### config.mk
export PLATFORM = sky130hd
export DESIGN_NAME = mc_maindec
export DESIGN_NICKNAME = d
export VERILOG_FILES = /design/src/rtl/mc_maindec.sv
export SDC_FILE = /design/constraint.sdc
export NUM_CORES = 1
export LEC_CHECK = 0
export BUFFER_PORTS_ARGS = -buffer_cell sky130_fd_sc_hd__buf_4
export CAP_MARGIN = 10
export CORE_MARGIN = 5
export CORE_UTILIZATION = 43
export CTS_CLUSTER_DIAMETER = 120
export DETAILED_ROUTE_END_ITERATION = 10
export GPL_ROUTABILITY_DRIVEN = 0
export PLACE_DENSITY = 0.77
export RECOVER_POWER = 50
export SYNTH_ARGS = -nofsm -noshare
export SYNTH_HDL_FRONTEND = slang
export SYNTH_SLANG_ARGS = --single-unit
### constraint.sdc
create_clock -name clk -period 1.6 [get_ports clk]
set_clock_uncertainty 0.2 [all_clocks]
set_input_delay 0.24 -clock clk [delete_from_list [all_inputs] [get_ports clk]]
set_output_delay 0.24 -clock clk [all_outputs]
set_load 0.02 [all_outputs]
### src/rtl/mc_maindec.sv
// mc_maindec: multicycle main control FSM for the MIPS core.
//
// This block decodes the opcode held in the instruction register. It then
// sequences one instruction over 3 to 5 cycles. All outputs are Moore outputs:
// each one depends only on the current state, so there is no combinational
// path from op to any output.
//
// Ports
//   clk       in  1  system clock, rising edge
//   reset     in  1  asynchronous active-high reset, forces FETCH
//   op        in  6  opcode instr[31:26]; sampled in DECODE and MEMADR only
//   iord      out 1  memory address select (0 = PC, 1 = ALUOut)
//   memwrite  out 1  data memory write enable
//   irwrite   out 1  instruction register write enable
//   pcwrite   out 1  unconditional PC write
//   branch    out 1  conditional PC write (qualified by zero in datapath)
//   pcsrc     out 2  00 ALU result, 01 ALUOut, 10 jump target
//   alusrca   out 1  0 = PC, 1 = register A
//   alusrcb   out 2  00 B, 01 const 4, 10 ext imm, 11 ext imm << 2
//   zeroext   out 1  1 = zero-extend immediate, 0 = sign-extend
//   aluop     out 3  000 add, 001 sub, 010 funct, 011 and, 100 or
//   regdst    out 1  1 = rd, 0 = rt
//   memtoreg  out 1  1 = memory data, 0 = ALUOut
//   regwrite  out 1  register file write enable
//   illegal   out 1  trap flag (HALT state)
//   state     out 4  current state code, for debug
//
// Build option
//   MC_ILLEGAL_TRAP_EN  When defined, an unknown opcode traps into HALT.
//                       HALT is left only by reset. When undefined, an
//                       unknown opcode acts as a 2-cycle NOP, and illegal
//                       is tied 0.

module mc_maindec (
    input  logic       clk,
    input  logic       reset,
    input  logic [5:0] op,
    output logic       iord,
    output logic       memwrite,
    output logic       irwrite,
    output logic       pcwrite,
    output logic       branch,
    output logic [1:0] pcsrc,
    output logic       alusrca,
    output logic [1:0] alusrcb,
    output logic       zeroext,
    output logic [2:0] aluop,
    output logic       regdst,
    output logic       memtoreg,
    output logic       regwrite,
    output logic       illegal,
    output logic [3:0] state
);

    typedef enum logic [3:0] {
        FETCH   = 4'd0,
        DECODE  = 4'd1,
        MEMADR  = 4'd2,
        MEMRD   = 4'd3,
        MEMWB   = 4'd4,
        MEMWR   = 4'd5,
        RTYPEEX = 4'd6,
        RTYPEWB = 4'd7,
        BEQEX   = 4'd8,
        ADDIEX  = 4'd9,
        IWB     = 4'd10,
        JEX     = 4'd11,
        ANDIEX  = 4'd12,
        ORIEX   = 4'd13,
        HALT    = 4'd14
    } state_t;

    typedef enum logic [5:0] {
        OP_RTYPE = 6'b000000,
        OP_J     = 6'b000010,
        OP_BEQ   = 6'b000100,
        OP_ADDI  = 6'b001000,
        OP_ANDI  = 6'b001100,
        OP_ORI   = 6'b001101,
        OP_LW    = 6'b100011,
        OP_SW    = 6'b101011
    } opcode_t;

    state_t cur, nxt;

    // State register
    always_ff @(posedge clk or posedge reset) begin
        if (reset)
            cur <= FETCH;
        else
            cur <= nxt;
    end

    // Next-state logic
    always_comb begin
        nxt = FETCH;
        case (cur)
            FETCH:   nxt = DECODE;
            DECODE: begin
                case (op)
                    OP_LW, OP_SW: nxt = MEMADR;
                    OP_RTYPE:     nxt = RTYPEEX;
                    OP_BEQ:       nxt = BEQEX;
                    OP_ADDI:      nxt = ADDIEX;
                    OP_ANDI:      nxt = ANDIEX;
                    OP_ORI:       nxt = ORIEX;
                    OP_J:         nxt = JEX;
`ifdef MC_ILLEGAL_TRAP_EN
                    default:      nxt = HALT;
`else
                    default:      nxt = FETCH;
`endif
                endcase
            end
            // Only lw and sw reach MEMADR, so one opcode compare is enough.
            MEMADR:  nxt = (op == OP_SW) ? MEMWR : MEMRD;
            MEMRD:   nxt = MEMWB;
            RTYPEEX: nxt = RTYPEWB;
            ADDIEX,
            ANDIEX,
            ORIEX:   nxt = IWB;
`ifdef MC_ILLEGAL_TRAP_EN
            HALT:    nxt = HALT;
`else
            HALT:    nxt = FETCH;
`endif
            // MEMWB, MEMWR, RTYPEWB, BEQEX, IWB, JEX and the unused code 15
            default: nxt = FETCH;
        endcase
    end

    // Moore output decode
    always_comb begin
        iord     = 1'b0;
        memwrite = 1'b0;
        irwrite  = 1'b0;
        pcwrite  = 1'b0;
        branch   = 1'b0;
        pcsrc    = 2'b00;
        alusrca  = 1'b0;
        alusrcb  = 2'b00;
        zeroext  = 1'b0;
        aluop    = 3'b000;
        regdst   = 1'b0;
        memtoreg = 1'b0;
        regwrite = 1'b0;
        case (cur)
            FETCH: begin
                irwrite = 1'b1;
                pcwrite = 1'b1;
                alusrcb = 2'b01;
            end
            DECODE: begin
                alusrcb = 2'b11;
            end
            MEMADR, ADDIEX: begin
                alusrca = 1'b1;
                alusrcb = 2'b10;
            end
            MEMRD: begin
                iord = 1'b1;
            end
            MEMWB: begin
                memtoreg = 1'b1;
                regwrite = 1'b1;
            end
            MEMWR: begin
                iord     = 1'b1;
                memwrite = 1'b1;
            end
            RTYPEEX: begin
                alusrca = 1'b1;
                aluop   = 3'b010;
            end
            RTYPEWB: begin
                regdst   = 1'b1;
                regwrite = 1'b1;
            end
            BEQEX: begin
                alusrca = 1'b1;
                aluop   = 3'b001;
                pcsrc   = 2'b01;
                branch  = 1'b1;
            end
            ANDIEX: begin
                alusrca = 1'b1;
                alusrcb = 2'b10;
                aluop   = 3'b011;
                zeroext = 1'b1;
            end
            ORIEX: begin
                alusrca = 1'b1;
                alusrcb = 2'b10;
                aluop   = 3'b100;
                zeroext = 1'b1;
            end
            IWB: begin
                regwrite = 1'b1;
            end
            JEX: begin
                pcsrc   = 2'b10;
                pcwrite = 1'b1;
            end
            default: ;  // HALT and code 15: every enable stays low
        endcase
    end

`ifdef MC_ILLEGAL_TRAP_EN
    assign illegal = (cur == HALT);
`else
    assign illegal = 1'b0;
`endif

    assign state = cur;

endmodule

==> tab_implementation.tex, run 1 <==
\begin{tabular}{lr}
\hline
Metric & Value \\
\hline
\multicolumn{2}{l}{\textbf{Placed design}} \\
\quad Post-Place Cells & 130 \\
\quad HPWL Detailed & 1510 um \\
\quad Number of buffer cells added on primary ports & 28 \\
\multicolumn{2}{l}{\textbf{Clock network}} \\
\quad Root buffer cell & clkbuf\_4 \\
\quad Number of buffers inserted during clock tree synthesis & 3 \\
\quad Number of clock sinks seen by CTS & 4 \\
\quad Max H-tree Level & 1 \\
\quad Max clock buf depth & 2 \\
\multicolumn{2}{l}{\textbf{Logic synthesis}} \\
\quad Post-synthesis compound-gate area fraction & 23.9\% \\
\quad Top post-synthesis cells by area & dfrtp\_1 17\%, nor3\_1 6.1\%, nand2b\_1 5.4\%, buf\_4 5.2\%, nor2\_1 4.6\% \\
\quad Share of synthesized area spent on multiplexers & 3.70\% \\
\quad List of most frequent post-synthesis cells & 7 x nor2\_1, 7 x nor3\_1, 6 x nand2\_1 \\
\quad Synthesized area per cell & 7.38 um\^{}2 \\
\quad Area fraction of the dominant cell type after synthesis & 17.4\% \\
\quad Synth warnings & 0 \\
\quad Share of synthesized cell area in full adder, half adder and majority cells & 0\% \\
\quad Number of distinct library cell variants in the gate-level netlist after synthesis & 37 \\
\quad Syn nets & 86 \\
\quad Largest area contributor in the netlist & dfrtp\_1 \\
\quad EDFF count, synth & 0 \\
\quad Main combinational cell family by area after synthesis & simple AND/OR/NAND/NOR gates \\
\quad Synthesized instance count & 78 \\
\quad Async SR Flop Fraction & 100\% \\
\quad Post-Synth XOR/XNOR Area & 3.04\% \\
\quad Sequential share of the synthesized area & 17.4\% \\
\quad Most instantiated flip-flop cell in the synthesis netlist & dfrtp\_1 \\
\quad Area of the mapped netlist & 576 um\^{}2 \\
\quad Seq cells post-synth & 4 \\
\quad Post-Synth Simple-Gate Area & 36.7\% \\
\multicolumn{2}{l}{\textbf{Global route}} \\
\quad Pin count of the biggest net entering global routing & 10 \\
\multicolumn{2}{l}{\textbf{Die}} \\
\quad Row cnt & 13 \\
\quad Io pins & 30 \\
\quad Chip height & 46.6 um \\
\quad Starting density of the core & 44.8\% \\
\quad Die width & 46.6 um \\
\multicolumn{2}{l}{\textbf{Outcome}} \\
\quad Fail Step & global routing (5\_1\_grt) \\
\quad Error that stopped the run & [ERROR DPL-0038] Utilization greater than 100\%, impossible to legalize \\
\quad Result of the run & did not finish \\
\multicolumn{2}{l}{\textbf{STA}} \\
\quad Worst endpoint kind after the last repair & primary output \\
\quad Worst endpoint left by the global-route repair\_timing run & regwrite \\
\hline
\end{tabular}
==> per-stage QoR <==
stage          setup WS [ns]  instance area, um^2  TNS, ns
2_1_floorplan         -0.127                  749   -0.678
3_3_place_gp         -0.0103                 1020  -0.0103
3_5_place_dp         -0.0335                 1020  -0.0750
4_1_cts               -0.230                 1260    -2.42
==> cells by family after synthesis <==
kind of cell              count (synthesis)
other                                     1
xor gates and xnor gates                  2
AOI/OAI and AO/OA                        18
muxes                                     2
buffers and inverters                    13
DFF                                       4
and+or+nand+nor                          38
==> what timing repair did <==
item | 4_1_cts
resized for setup | 38
endpoints found under the hold margin | 4
endpoints found under the setup margin | 19
hold buffers | 1
pin swaps | 10
buffers inserted | 8
==> inputs of run 2 (changes only) <==
--- a/config.mk
+++ b/config.mk
@@ -7,12 +7,11 @@
 export LEC_CHECK = 0
 export BUFFER_PORTS_ARGS = -buffer_cell sky130_fd_sc_hd__buf_4
 export CAP_MARGIN = 10
-export CORE_MARGIN = 5
-export CORE_UTILIZATION = 43
-export CTS_CLUSTER_DIAMETER = 120
+export CORE_AREA = 5 5 66 68
 export DETAILED_ROUTE_END_ITERATION = 10
+export DIE_AREA = 0 0 71 73
 export GPL_ROUTABILITY_DRIVEN = 0
-export PLACE_DENSITY = 0.77
+export PLACE_DENSITY_LB_ADDON = 0.15
 export RECOVER_POWER = 50
 export SYNTH_ARGS = -nofsm -noshare
 export SYNTH_HDL_FRONTEND = slang
==> run 2 against run 1 <==
Compared with the run above: the flow now finishes, with violations (negative setup slack); synthesized cell count unchanged; area after synthesis did not move.
==> tab_implementation.tex, run 2 <==
\begin{tabular}{lr}
\hline
Metric & Value \\
\hline
\multicolumn{2}{l}{\textbf{Setup path}} \\
\quad Critical-path top delay cell & dfrtp\_2 \\
\quad CP arrival & 1.35 ns \\
\quad Reg-to-reg critical path startpoint & state[1] \\
\quad Worst Setup Start Kind & flop \\
\quad Maximum net fanout on the critical path & 6 \\
\quad Family with the most delay on the worst path & flip-flops \\
\quad Max stage delay on crit path & 0.45 ns \\
\quad Ordered list of cells on the worst path & buf\_6, mux2\_4, o22ai\_4, buf\_6 \\
\quad Length in cells of the worst reg-to-reg path & 5 \\
\quad Capture point of the worst reg-to-reg path & state[1] \\
\quad Critical Path End Type & output port \\
\quad Buffers plus inverters on the worst setup path & 2 \\
\quad Reg-to-reg setup timing slack & -0.09 ns \\
\quad Endpoint required time on the critical path & 1.16 ns \\
\quad Crit Path Class & flop to output port \\
\quad Most Frequent Cell on Critical Path & buf\_6 \\
\multicolumn{2}{l}{\textbf{STA}} \\
\quad Fraction of the cycle the final worst path needs & 112\% \\
\quad Number of failing hold endpoints at the final stage & 0 \\
\quad RSZ-0062 raised after global routing & yes \\
\quad Pins Over Slew Limit & 0 \\
\quad Setup slack of the critical path after layout & -0.192 ns \\
\quad Minimum clock period & 1.79 ns \\
\quad Setup Viol. Count Final & 15 \\
\quad Achievable Freq & 558 MHz \\
\multicolumn{2}{l}{\textbf{Die}} \\
\quad Die width & 71 um (+52\%) \\
\quad Die footprint & 5180 um\^{}2 \\
\quad Starting density of the core & 15.2\% (-30 points) \\
\quad Core Box Area & 3800 um\^{}2 \\
\quad Row cnt & 23 (+10) \\
\quad Io pins & 30 (unchanged) \\
\quad Chip height & 73 um (+57\%) \\
\multicolumn{2}{l}{\textbf{Power and ir drop}} \\
\quad Internal power consumption & 1.19 mW \\
\quad Peak supply drop & 0.289 mV \\
\quad Seq pwr share & 10.9\% \\
\quad Static leakage & 0.514 nW \\
\quad Switching Fraction & 43.5\% \\
\quad Logic pwr share & 78.3\% \\
\quad Power after layout & 2.11 mW \\
\quad Net load switching power & 916 uW \\
\quad Clock share of power & 10.9\% \\
\quad PD cells & 1590 nW/um\^{}2 \\
\multicolumn{2}{l}{\textbf{Global route}} \\
\quad Aggregate global-route resource usage & 8.88\% \\
\quad Total congestion overflow after global routing & 0 \\
\quad Initial antenna violation count & 0 \\
\quad Pin count of the biggest net entering global routing & 10 \\
\quad Wire length of the first global-routing pass & 3630 um \\
\quad Number of global-route vias before repair & 797 \\
\multicolumn{2}{l}{\textbf{Detailed routing}} \\
\quad First-pass iteration count of the detailed router & 4 \\
\quad Number of vias in the routed layout & 747 \\
\quad Number of vias per cell & 4.24 \\
\quad DR WL/cell & 12.4 um \\
\quad Antenna-violating nets left & 0 \\
\quad Total Wirelength & 2190 um \\
\quad Starting DRC count in detailed routing & 13 \\
\quad Remaining DRCs & 0 \\
\multicolumn{2}{l}{\textbf{Clock network}} \\
\quad CTS tree & yes \\
\quad Clock latency of the later-clocked register in the worst-skew pair & 0.22 ns \\
\quad Post-CTS clock slew at the launch and capture registers of the worst setup and hold paths & 0.04 ns \\
\quad Max H-tree Level & 1 (unchanged) \\
\quad Number of clock sinks seen by CTS & 4 (unchanged) \\
\quad Max clock buf depth & 2 (unchanged) \\
\quad Root buffer cell & clkbuf\_8 \\
\quad Number of buffers inserted during clock tree synthesis & 3 (unchanged) \\
\multicolumn{2}{l}{\textbf{Placed design}} \\
\quad HPWL Detailed & 1730 um (+14\%) \\
\quad Post-Place Cells & 163 (+25\%) \\
\quad Placed instance area & 1050 um\^{}2 (+2.8\%) \\
\quad Number of buffer cells added on primary ports & 28 (unchanged) \\
\multicolumn{2}{l}{\textbf{Cells and area}} \\
\quad Number of flip-flops under the largest register name & 4 \\
\quad Share of final-layout standard cells stronger than drive strength 1 & 69.0\% \\
\quad Number of fill cells & 401 \\
\quad Signed area change from the synthesized netlist to the final layout & 130\% \\
\quad Sequential Area & 105 um\^{}2 \\
\quad Finished layout cell area & 1330 um\^{}2 \\
\quad Leading cell types in the layout, fill and taps excluded & 28 x buf\_4, 24 x buf\_6, 5 x nand2\_1, 5 x nor2\_1 \\
\quad Final Non-Filler Cells & 176 \\
\quad Number of inserted diodes & 0 \\
\quad Area of combinational cells with multiple inputs & 592 um\^{}2 \\
\quad Number of nets at the end of the flow & 135 \\
\quad Commonest non-fill, non-tap cell in the layout & buf\_4 \\
\multicolumn{2}{l}{\textbf{Logic synthesis}} \\
\quad Area of the mapped netlist & 576 um\^{}2 (unchanged) \\
\quad Synth warnings & 0 (unchanged) \\
\quad Syn nets & 86 (unchanged) \\
\quad Synthesized instance count & 78 (unchanged) \\
\quad List of most frequent post-synthesis cells & 7 x nor2\_1, 7 x nor3\_1, 6 x nand2\_1 \\
\quad Sequential share of the synthesized area & 17.4\% (unchanged) \\
\quad Top post-synthesis cells by area & dfrtp\_1 17\%, nor3\_1 6.1\%, nand2b\_1 5.4\%, buf\_4 5.2\%, nor2\_1 4.6\% \\
\quad Largest area contributor in the netlist & dfrtp\_1 \\
\quad Synthesized area per cell & 7.38 um\^{}2 (unchanged) \\
\quad Most instantiated flip-flop cell in the synthesis netlist & dfrtp\_1 \\
\quad Seq cells post-synth & 4 (unchanged) \\
\quad Area fraction of the dominant cell type after synthesis & 17.4\% (unchanged) \\
\quad Number of distinct library cell variants in the gate-level netlist after synthesis & 37 (unchanged) \\
\quad EDFF count, synth & 0 (unchanged) \\
\quad Async SR Flop Fraction & 100\% (unchanged) \\
\multicolumn{2}{l}{\textbf{Outcome}} \\
\quad Failing checks & negative setup slack \\
\quad Result of the run & complete, but fails checks \\
\multicolumn{2}{l}{\textbf{Min path}} \\
\quad Worst hold path class & input pin to flop \\
\quad Worst Hold End & state[1] \\
\quad Number of stages on the worst hold path & 2 \\
\quad Beginning of the worst hold path & op[4] \\
\multicolumn{2}{l}{\textbf{Run}} \\
\quad Number of maximum-capacitance constraint violations & 0 \\
\hline
\end{tabular}
[run 2: layout make-up]
type                            count  share of cell area, %
Multi-Input combinational cell     61                   44.7
Sequential cell                     4                   7.93
Tap cell                           50                   4.72
Clock buffer                        4                   3.40
Inverter                            2                  0.567
Timing Repair Buffer               55                   38.7
[run 2: power groups by stage]
stage | clock network [mW] | logic (mW) | registers (mW)
global placement | 0 | 1.30 | 0.218
global route | 0.251 | 1.76 | 0.240
finish | 0.229 | 1.65 | 0.230
detailed placement | 0 | 1.30 | 0.222
CTS | 0.236 | 1.57 | 0.223
floorplan | 0 | 0.839 | 0.210
[run 2: worst max path at each step]
stage              from  cells after the start  slack, ns       end
6_report       state[1]                      4      -0.19  regwrite
5_1_grt        state[0]                      4      -0.23  regwrite
4_1_cts        state[1]                      4      -0.20  regwrite
3_5_place_dp   state[1]                      4      -0.03  state[1]
3_3_place_gp   state[2]                      5      -0.02  regwrite
2_1_floorplan  state[0]                      3      -0.13   pcwrite
[run 2: cells by family after synthesis]
logic type      count (synthesis)  synth area share [%]
xor+xnor                        2                  3.04
mux                             2                  3.70
flops                           4                  17.4
compound gates                 18                  23.9
simple gates                   38                  36.7
buf+inv                        13                  14.6
other cells                     1                 0.652
[run 2: metal layers]
| layer | global-route usage [%] | share of wire (%) | up-vias |
|---|---|---|---|
| li1 | - | - | 375 |
| met1 | 9.46 | 39 | 349 |
| met2 | 16.7 | 55 | 21 |
| met3 | 1.24 | 5.4 | 2 |
| met4 | 5.01 | 0.87 | 0 |
| met5 | 0 | 0 | - |
[run 2: through the flow]
| step | utilization (%) | hold slack [ns] | setup slack, ns | setup TNS, ns |
|---|---|---|---|---|
| floorplan | - | -0.194 | -0.127 | -0.678 |
| global placement | 27.6 | -0.0602 | -0.0225 | -0.0366 |
| detailed placement | 27.6 | -0.0589 | -0.0317 | -0.0473 |
| CTS | 33.4 | 0.0661 | -0.198 | -2.12 |
| global route | 34.9 | 0.0768 | -0.229 | -2.90 |
| finish | 34.9 | 0.0707 | -0.192 | -1.72 |
[run 2: worst register-to-register path: stages (launching register included)]
cell      delay (ns)
dfrtp_2         0.45
buf_6           0.15
nand2b_1        0.18
nor4_2          0.14
nand3_1         0.15
o41ai_2         0.31
[run 2: timing repair]
action	CTS	global route
buffers inserted	9	3
pin swaps	7	4
hold buffers	1	0
resized for setup	29	16
hold endpoints to repair	4	0
endpoints found under the setup margin	18	19
Power figures use the tool's default switching activity.
==> inputs of run 3 (changes only) <==
==> constraint.sdc (replaced) <==
create_clock -name clk -period 1.7 [get_ports clk]
set_clock_uncertainty 0.2 [all_clocks]
set_input_delay 0.255 -clock clk [delete_from_list [all_inputs] [get_ports clk]]
set_output_delay 0.255 -clock clk [all_outputs]
set_load 0.02 [all_outputs]
==> run 3 against run 2 <==
Compared with the run above: the flow still finishes with violations (negative setup slack); cell area is 10% lower; sequential power down 5%; cell count shrank 4.0%; first-iteration DRC count grew 69%; critical path depth is the same; wire length shrank 7.6%; critical path type unchanged; largest cell class unchanged.
==> tab_implementation.tex, run 3 (synthesis gave the netlist of run 2 again) <==
\begin{tabular}{lr}
\hline
Metric & Value \\
\hline
\multicolumn{2}{l}{\textbf{Cells and area}} \\
\quad Sequential Area & 105 um\^{}2 (unchanged) \\
\quad Leading cell types in the layout, fill and taps excluded & 33 x buf\_4, 13 x buf\_6 \\
\quad Signed area change from the synthesized netlist to the final layout & 107\% \\
\quad Share of final-layout standard cells stronger than drive strength 1 & 69.7\% (+0.70 points) \\
\quad Number of nets at the end of the flow & 129 (-4.4\%) \\
\quad Area of combinational cells with multiple inputs & 558 um\^{}2 (-5.7\%) \\
\quad Commonest non-fill, non-tap cell in the layout & buf\_4 \\
\quad Number of fill cells & 425 (+6.0\%) \\
\quad Number of inserted diodes & 0 (unchanged) \\
\quad Number of flip-flops under the largest register name & 4 (unchanged) \\
\multicolumn{2}{l}{\textbf{Detailed routing}} \\
\quad Starting DRC count in detailed routing & 22 (+9) \\
\quad Number of vias in the routed layout & 737 (-1.3\%) \\
\quad First-pass iteration count of the detailed router & 4 (unchanged) \\
\quad Antenna-violating nets left & 0 (unchanged) \\
\quad Total Wirelength & 2020 um (-7.6\%) \\
\quad DR WL/cell & 12.0 um (-3.8\%) \\
\quad Number of vias per cell & 4.36 (+2.7\%) \\
\quad Remaining DRCs & 0 (unchanged) \\
\multicolumn{2}{l}{\textbf{Die}} \\
\quad Die footprint & 5180 um\^{}2 (unchanged) \\
\quad Io pins & 30 (unchanged) \\
\quad Chip height & 73 um (unchanged) \\
\quad Core Box Area & 3800 um\^{}2 (unchanged) \\
\quad Die width & 71 um (unchanged) \\
\quad Starting density of the core & 15.2\% (unchanged) \\
\quad Row cnt & 23 (unchanged) \\
\multicolumn{2}{l}{\textbf{Clock network}} \\
\quad Max H-tree Level & 1 (unchanged) \\
\quad Clock latency of the later-clocked register in the worst-skew pair & 0.22 ns (about the same) \\
\quad CTS tree & yes \\
\quad Number of clock sinks seen by CTS & 4 (unchanged) \\
\quad Max clock buf depth & 2 (unchanged) \\
\quad Number of buffers inserted during clock tree synthesis & 3 (unchanged) \\
\quad Root buffer cell & clkbuf\_8 \\
\quad Post-CTS clock slew at the launch and capture registers of the worst setup and hold paths & 0.03 ns (about the same) \\
\multicolumn{2}{l}{\textbf{STA}} \\
\quad Pins Over Slew Limit & 0 (unchanged) \\
\quad Setup slack of the critical path after layout & -0.120 ns (+0.0715 ns) \\
\quad Setup Viol. Count Final & 11 (-4) \\
\quad Number of failing hold endpoints at the final stage & 0 (unchanged) \\
\quad Minimum clock period & 1.82 ns \\
\quad RSZ-0062 raised after global routing & yes \\
\quad Smallest hold slack & 0.0742 ns (+0.00359 ns) \\
\quad Achievable Freq & 549 MHz \\
\quad Fraction of the cycle the final worst path needs & 107\% \\
\multicolumn{2}{l}{\textbf{Setup path}} \\
\quad Worst Setup Start Kind & flop \\
\quad Capture point of the worst reg-to-reg path & state[1] \\
\quad Length in cells of the worst reg-to-reg path & 4 (-1) \\
\quad Reg-to-reg critical path startpoint & state[2] \\
\quad Endpoint required time on the critical path & 1.24 ns (+0.08 ns) \\
\quad Reg-to-reg setup timing slack & 0.02 ns (+0.11 ns) \\
\quad Max stage delay on crit path & 0.46 ns (about the same) \\
\quad Crit Path Class & flop to output port \\
\quad Capture point of the worst path & regwrite \\
\quad Family with the most delay on the worst path & flip-flops \\
\quad Ordered list of cells on the worst path & nand2b\_4, mux2\_4, o22ai\_4, buf\_6 \\
\quad Maximum net fanout on the critical path & 7 (+1) \\
\quad CP arrival & 1.37 ns (+0.02 ns) \\
\quad Critical-path top delay cell & dfrtp\_2 \\
\quad Critical Path End Type & output port \\
\quad Buffers plus inverters on the worst setup path & 1 (-1) \\
\quad Worst setup startpoint & state[3] \\
\quad Logic depth of the worst path, buffers included & 4 (unchanged) \\
\multicolumn{2}{l}{\textbf{Power and ir drop}} \\
\quad PD cells & 1490 nW/um\^{}2 (-6.7\%) \\
\quad Peak supply drop & 0.358 mV (+24\%) \\
\quad Static leakage & 0.466 nW (-9.4\%) \\
\multicolumn{2}{l}{\textbf{Global route}} \\
\quad Total congestion overflow after global routing & 0 (unchanged) \\
\quad Number of global-route vias before repair & 730 (-8.4\%) \\
\quad Pin count of the biggest net entering global routing & 10 (unchanged) \\
\quad Wire length of the first global-routing pass & 3330 um (-8.2\%) \\
\quad Initial antenna violation count & 0 (unchanged) \\
\quad Aggregate global-route resource usage & 8.14\% (-0.73 points) \\
\multicolumn{2}{l}{\textbf{Outcome}} \\
\quad Result of the run & complete, but fails checks \\
\quad Failing checks & negative setup slack \\
\multicolumn{2}{l}{\textbf{Placed design}} \\
\quad Worst-case setup slack after placement & 0.0820 ns (+0.114 ns) \\
\quad HPWL Detailed & 1590 um (-8.1\%) \\
\quad Number of buffer cells added on primary ports & 28 (unchanged) \\
\multicolumn{2}{l}{\textbf{Run}} \\
\quad Number of maximum-capacitance constraint violations & 0 (unchanged) \\
\multicolumn{2}{l}{\textbf{Min path}} \\
\quad Worst hold path class & input pin to flop \\
\hline
\end{tabular}
-- run 3: cell count changes in the layout (fill, tap and decap cells not counted), moves of 2 or more --
cell and change:
o21ai_0 +2, nor2_1 -2, buf_6 -11, nand2_2 +2
nand2b_2 +2, nor2_2 +2, buf_4 +5
-- run 3: metrics by stage --
step	cell area, um^2	TNS [ns]	total power [mW]	instances	utilization [%]
after detailed placement	1010	0	1.36	160	26.6
after global placement	1010	0	1.36	160	26.6
after floorplan	729	-0.0284	0.957	78	-
final	1190	-0.756	1.77	169	31.4
after CTS	1150	-0.916	1.72	168	30.2
after global routing	1190	-1.46	1.88	169	31.4
-- run 3: worst reg2reg max path: stages, from the launching register on --
cell      delay [ns]
dfrtp_2         0.43
clkbuf_2        0.22
nor4_2          0.28
nand3_1         0.13
o41ai_2         0.32
-- run 3: layer usage --
| metal | share of wire (%) | wire, um | vias to the layer above | GRT usage (%) |
|---|---|---|---|---|
| met2 | 51 | 1030 | 36 | 14.4 |
| met3 | 8.2 | 166 | 4 | 2.20 |
| met5 | 0 | 0 | - | 0 |
| met4 | 1.8 | 36 | 0 | 5.01 |
| met1 | 39 | 787 | 332 | 8.58 |
| li1 | - | - | 365 | - |
-- run 3: final cells by class --
class | instances | share of cell area (%)
Tap cell | 50 | 5.25
Clock buffer | 3 | 3.47
Multi-Input combinational cell | 61 | 46.8
Sequential cell | 4 | 8.82
Inverter | 2 | 0.630
Timing Repair Buffer | 49 | 35.0
-- run 3: worst min path at each step --
| stage | cells past startpoint | from | slack (ns) | to |
|---|---|---|---|---|
| final | 2 | op[4] | 0.07 | state[1] |
| after global routing | 2 | op[4] | 0.09 | state[1] |
| after CTS | 2 | op[4] | 0.07 | state[1] |
| after detailed placement | 2 | reset | -0.04 | state[3] |
| after global placement | 2 | reset | -0.05 | state[3] |
| after floorplan | 1 | reset | -0.18 | state[0] |
-- run 3: repair_timing --
action                                  in CTS  in global routing
gates resized for setup                     15                  9
buffers inserted                             4                  1
hold endpoints to repair                     4                  0
endpoints found under the setup margin      13                 17
pin swaps                                    3                  5
hold buffers                                 1                  0
-- run 3: where the power goes --
group          internal (mW)  switching (mW)
combinational          0.698           0.649
clock                  0.151          0.0536
sequential             0.132          0.0857
==> inputs of run 4 (changes only) <==
--- a/config.mk
+++ b/config.mk
@@ -11,7 +11,7 @@
 export DETAILED_ROUTE_END_ITERATION = 10
 export DIE_AREA = 0 0 71 73
 export GPL_ROUTABILITY_DRIVEN = 0
-export PLACE_DENSITY_LB_ADDON = 0.15
+export PLACE_DENSITY = 0.41
 export RECOVER_POWER = 50
 export SYNTH_ARGS = -nofsm -noshare
 export SYNTH_HDL_FRONTEND = slang
==> run 4 against run 3 <==
Compared with the run above: the flow still finishes with violations (negative setup slack); sequential share of layout area shrank 0.94 points; sequential power is essentially flat; power grew 12%; utilization grew 3.7 points; combinational power grew 16%; count of clock-buffer cells in the layout is the same; hold slack gained 0.024 ns; via count grew 5.8%; cell area grew 12%; register-to-register slack is essentially flat; fmax grew 0.42%; wire length grew 13%.
==> tab_implementation.tex, run 4 (synthesis gave the netlist of run 2 again) <==
\begin{tabular}{lr}
\hline
Metric & Value \\
\hline
\multicolumn{2}{l}{\textbf{Detailed routing}} \\
\quad Total Wirelength & 2280 um (+13\%) \\
\quad Number of vias in the routed layout & 780 (+5.8\%) \\
\quad DR WL/cell & 12.9 um (+8.0\%) \\
\quad Antenna-violating nets left & 0 (unchanged) \\
\quad First-pass iteration count of the detailed router & 4 (unchanged) \\
\quad Number of vias per cell & 4.41 (+1.1\%) \\
\quad Starting DRC count in detailed routing & 22 (unchanged) \\
\quad Remaining DRCs & 0 (unchanged) \\
\multicolumn{2}{l}{\textbf{Clock network}} \\
\quad Max clock buf depth & 2 (unchanged) \\
\quad Number of clock sinks seen by CTS & 4 (unchanged) \\
\quad Max H-tree Level & 1 (unchanged) \\
\quad Clock latency of the later-clocked register in the worst-skew pair & 0.21 ns (about the same) \\
\quad Root buffer cell & clkbuf\_8 \\
\quad Post-CTS clock slew at the launch and capture registers of the worst setup and hold paths & 0.03 ns (about the same) \\
\quad Number of buffers inserted during clock tree synthesis & 3 (unchanged) \\
\quad CTS tree & yes \\
\multicolumn{2}{l}{\textbf{Cells and area}} \\
\quad Final core utilization & 35.1\% (+3.7 points) \\
\quad Commonest non-fill, non-tap cell in the layout & buf\_4 \\
\quad Number of flip-flops under the largest register name & 4 (unchanged) \\
\quad Number of nets at the end of the flow & 137 (+6.2\%) \\
\quad Number of fill cells & 408 (-4.0\%) \\
\quad Signed area change from the synthesized netlist to the final layout & 132\% \\
\quad Number of inserted diodes & 0 (unchanged) \\
\quad Share of final-layout standard cells stronger than drive strength 1 & 71.7\% (+1.9 points) \\
\quad Leading cell types in the layout, fill and taps excluded & 34 x buf\_4, 19 x buf\_6 \\
\multicolumn{2}{l}{\textbf{Min path}} \\
\quad Number of stages on the worst hold path & 2 (unchanged) \\
\quad Worst hold path class & input pin to flop \\
\multicolumn{2}{l}{\textbf{Outcome}} \\
\quad Failing checks & negative setup slack \\
\quad Result of the run & complete, but fails checks \\
\multicolumn{2}{l}{\textbf{Power and ir drop}} \\
\quad PD cells & 1480 nW/um\^{}2 (-0.27\%) \\
\quad Peak supply drop & 0.342 mV (-4.4\%) \\
\quad Static leakage & 0.529 nW (+14\%) \\
\multicolumn{2}{l}{\textbf{Setup path}} \\
\quad Worst setup startpoint & state[3] \\
\quad CP arrival & 1.36 ns (about the same) \\
\quad Length in cells of the worst reg-to-reg path & 5 (+1) \\
\quad Maximum net fanout on the critical path & 7 (unchanged) \\
\quad Reg-to-reg setup timing slack & 0.01 ns (about the same) \\
\quad Critical Path End Type & output port \\
\quad Crit Path Class & flop to output port \\
\quad Capture point of the worst path & regwrite \\
\quad Worst Setup Start Kind & flop \\
\quad Endpoint required time on the critical path & 1.24 ns (about the same) \\
\quad Capture point of the worst reg-to-reg path & state[1] \\
\quad Reg-to-reg critical path startpoint & state[1] \\
\multicolumn{2}{l}{\textbf{Global route}} \\
\quad Total congestion overflow after global routing & 0 (unchanged) \\
\quad Number of global-route vias before repair & 733 (+0.41\%) \\
\quad Initial antenna violation count & 0 (unchanged) \\
\quad Wire length of the first global-routing pass & 3630 um (+8.9\%) \\
\quad Pin count of the biggest net entering global routing & 10 (unchanged) \\
\quad Aggregate global-route resource usage & 8.86\% (+0.72 points) \\
\multicolumn{2}{l}{\textbf{STA}} \\
\quad Fraction of the cycle the final worst path needs & 107\% (-0.45 points) \\
\quad Setup Viol. Count Final & 11 (unchanged) \\
\quad Setup slack of the critical path after layout & -0.113 ns (+0.00759 ns) \\
\quad Minimum clock period & 1.81 ns (-0.00759 ns) \\
\quad RSZ-0062 raised after global routing & yes \\
\quad Number of failing hold endpoints at the final stage & 0 (unchanged) \\
\quad Pins Over Slew Limit & 0 (unchanged) \\
\quad Achievable Freq & 552 MHz (+0.42\%) \\
\quad Fin Setup TNS & -0.737 ns (+0.0189 ns) \\
\multicolumn{2}{l}{\textbf{Die}} \\
\quad Io pins & 30 (unchanged) \\
\quad Die width & 71 um (unchanged) \\
\quad Row cnt & 23 (unchanged) \\
\quad Die footprint & 5180 um\^{}2 (unchanged) \\
\quad Starting density of the core & 15.2\% (unchanged) \\
\quad Chip height & 73 um (unchanged) \\
\quad Core Box Area & 3800 um\^{}2 (unchanged) \\
\multicolumn{2}{l}{\textbf{Placed design}} \\
\quad HPWL Detailed & 1620 um (+1.4\%) \\
\quad Number of buffer cells added on primary ports & 28 (unchanged) \\
\multicolumn{2}{l}{\textbf{Run}} \\
\quad Number of maximum-capacitance constraint violations & 0 (unchanged) \\
\hline
\end{tabular}
[run 4: cell count changes in the layout (fill, tap and decap cells not counted), sizes merged]
cell and change:
buf +9, clkbuf -1
[run 4: metal layers]
metal,global-route usage (%),up-vias,wire length (um)
li1,-,380,-
met1,10.8,368,965
met2,14.5,28,1140
met3,3.44,4,165
met4,2.51,0,18
met5,0,-,0
[run 4: area by class of cell]
cell class / instances / area [um^2] / share of cell area (%)
timing repair buffer: 57 / 527 / 39.5
multi-input combinational: 61 / 589 / 44.2
tap: 50 / 62.6 / 4.69
inverter: 2 / 7.51 / 0.563
clock buffer: 3 / 41.3 / 3.10
sequential: 4 / 105 / 7.89
[run 4: repair_timing]
| item | in CTS | in global routing |
|---|---|---|
| gates resized for setup | 18 | 17 |
| pin swaps | 3 | 5 |
| hold endpoints to repair | 4 | 0 |
| buffers inserted | 8 | 8 |
| hold buffers | 1 | 0 |
| setup endpoints to repair | 13 | 19 |
[run 4: worst max-delay path, stage by stage (launching register included)]
cell      delay, ns
dfrtp_2        0.45
nand2b_4       0.17
mux2_4         0.28
o22ai_4        0.10
buf_6          0.14
[run 4: how the worst min path moves through the flow]
stage / endpoint / start / slack [ns]
CTS: state[1] / op[4] / 0.07
global placement: state[0] / reset / -0.04
finish: state[1] / op[4] / 0.1
floorplan: state[0] / reset / -0.18
detailed placement: state[0] / reset / -0.04
global route: state[1] / op[4] / 0.10
[run 4: power by group]
group / total (mW) / internal, mW / switching (mW)
logic: 1.56 / 0.831 / 0.728
registers: 0.219 / 0.132 / 0.0863
clock network: 0.196 / 0.151 / 0.0459
total: 1.97 / 1.11 / 0.860
[run 4: through the flow]
stage               cell area [um^2]  total power [mW]  setup slack (ns)  hold slack, ns  std cells
finish                          1330              1.97            -0.113          0.0977        177
floorplan                        729             0.957           -0.0249          -0.179         78
global route                    1330              2.09            -0.173           0.103        177
detailed placement               995              1.34            0.0339         -0.0389        158
global placement                 995              1.33            0.0642         -0.0373        158
CTS                             1190              1.77            -0.108          0.0740        170
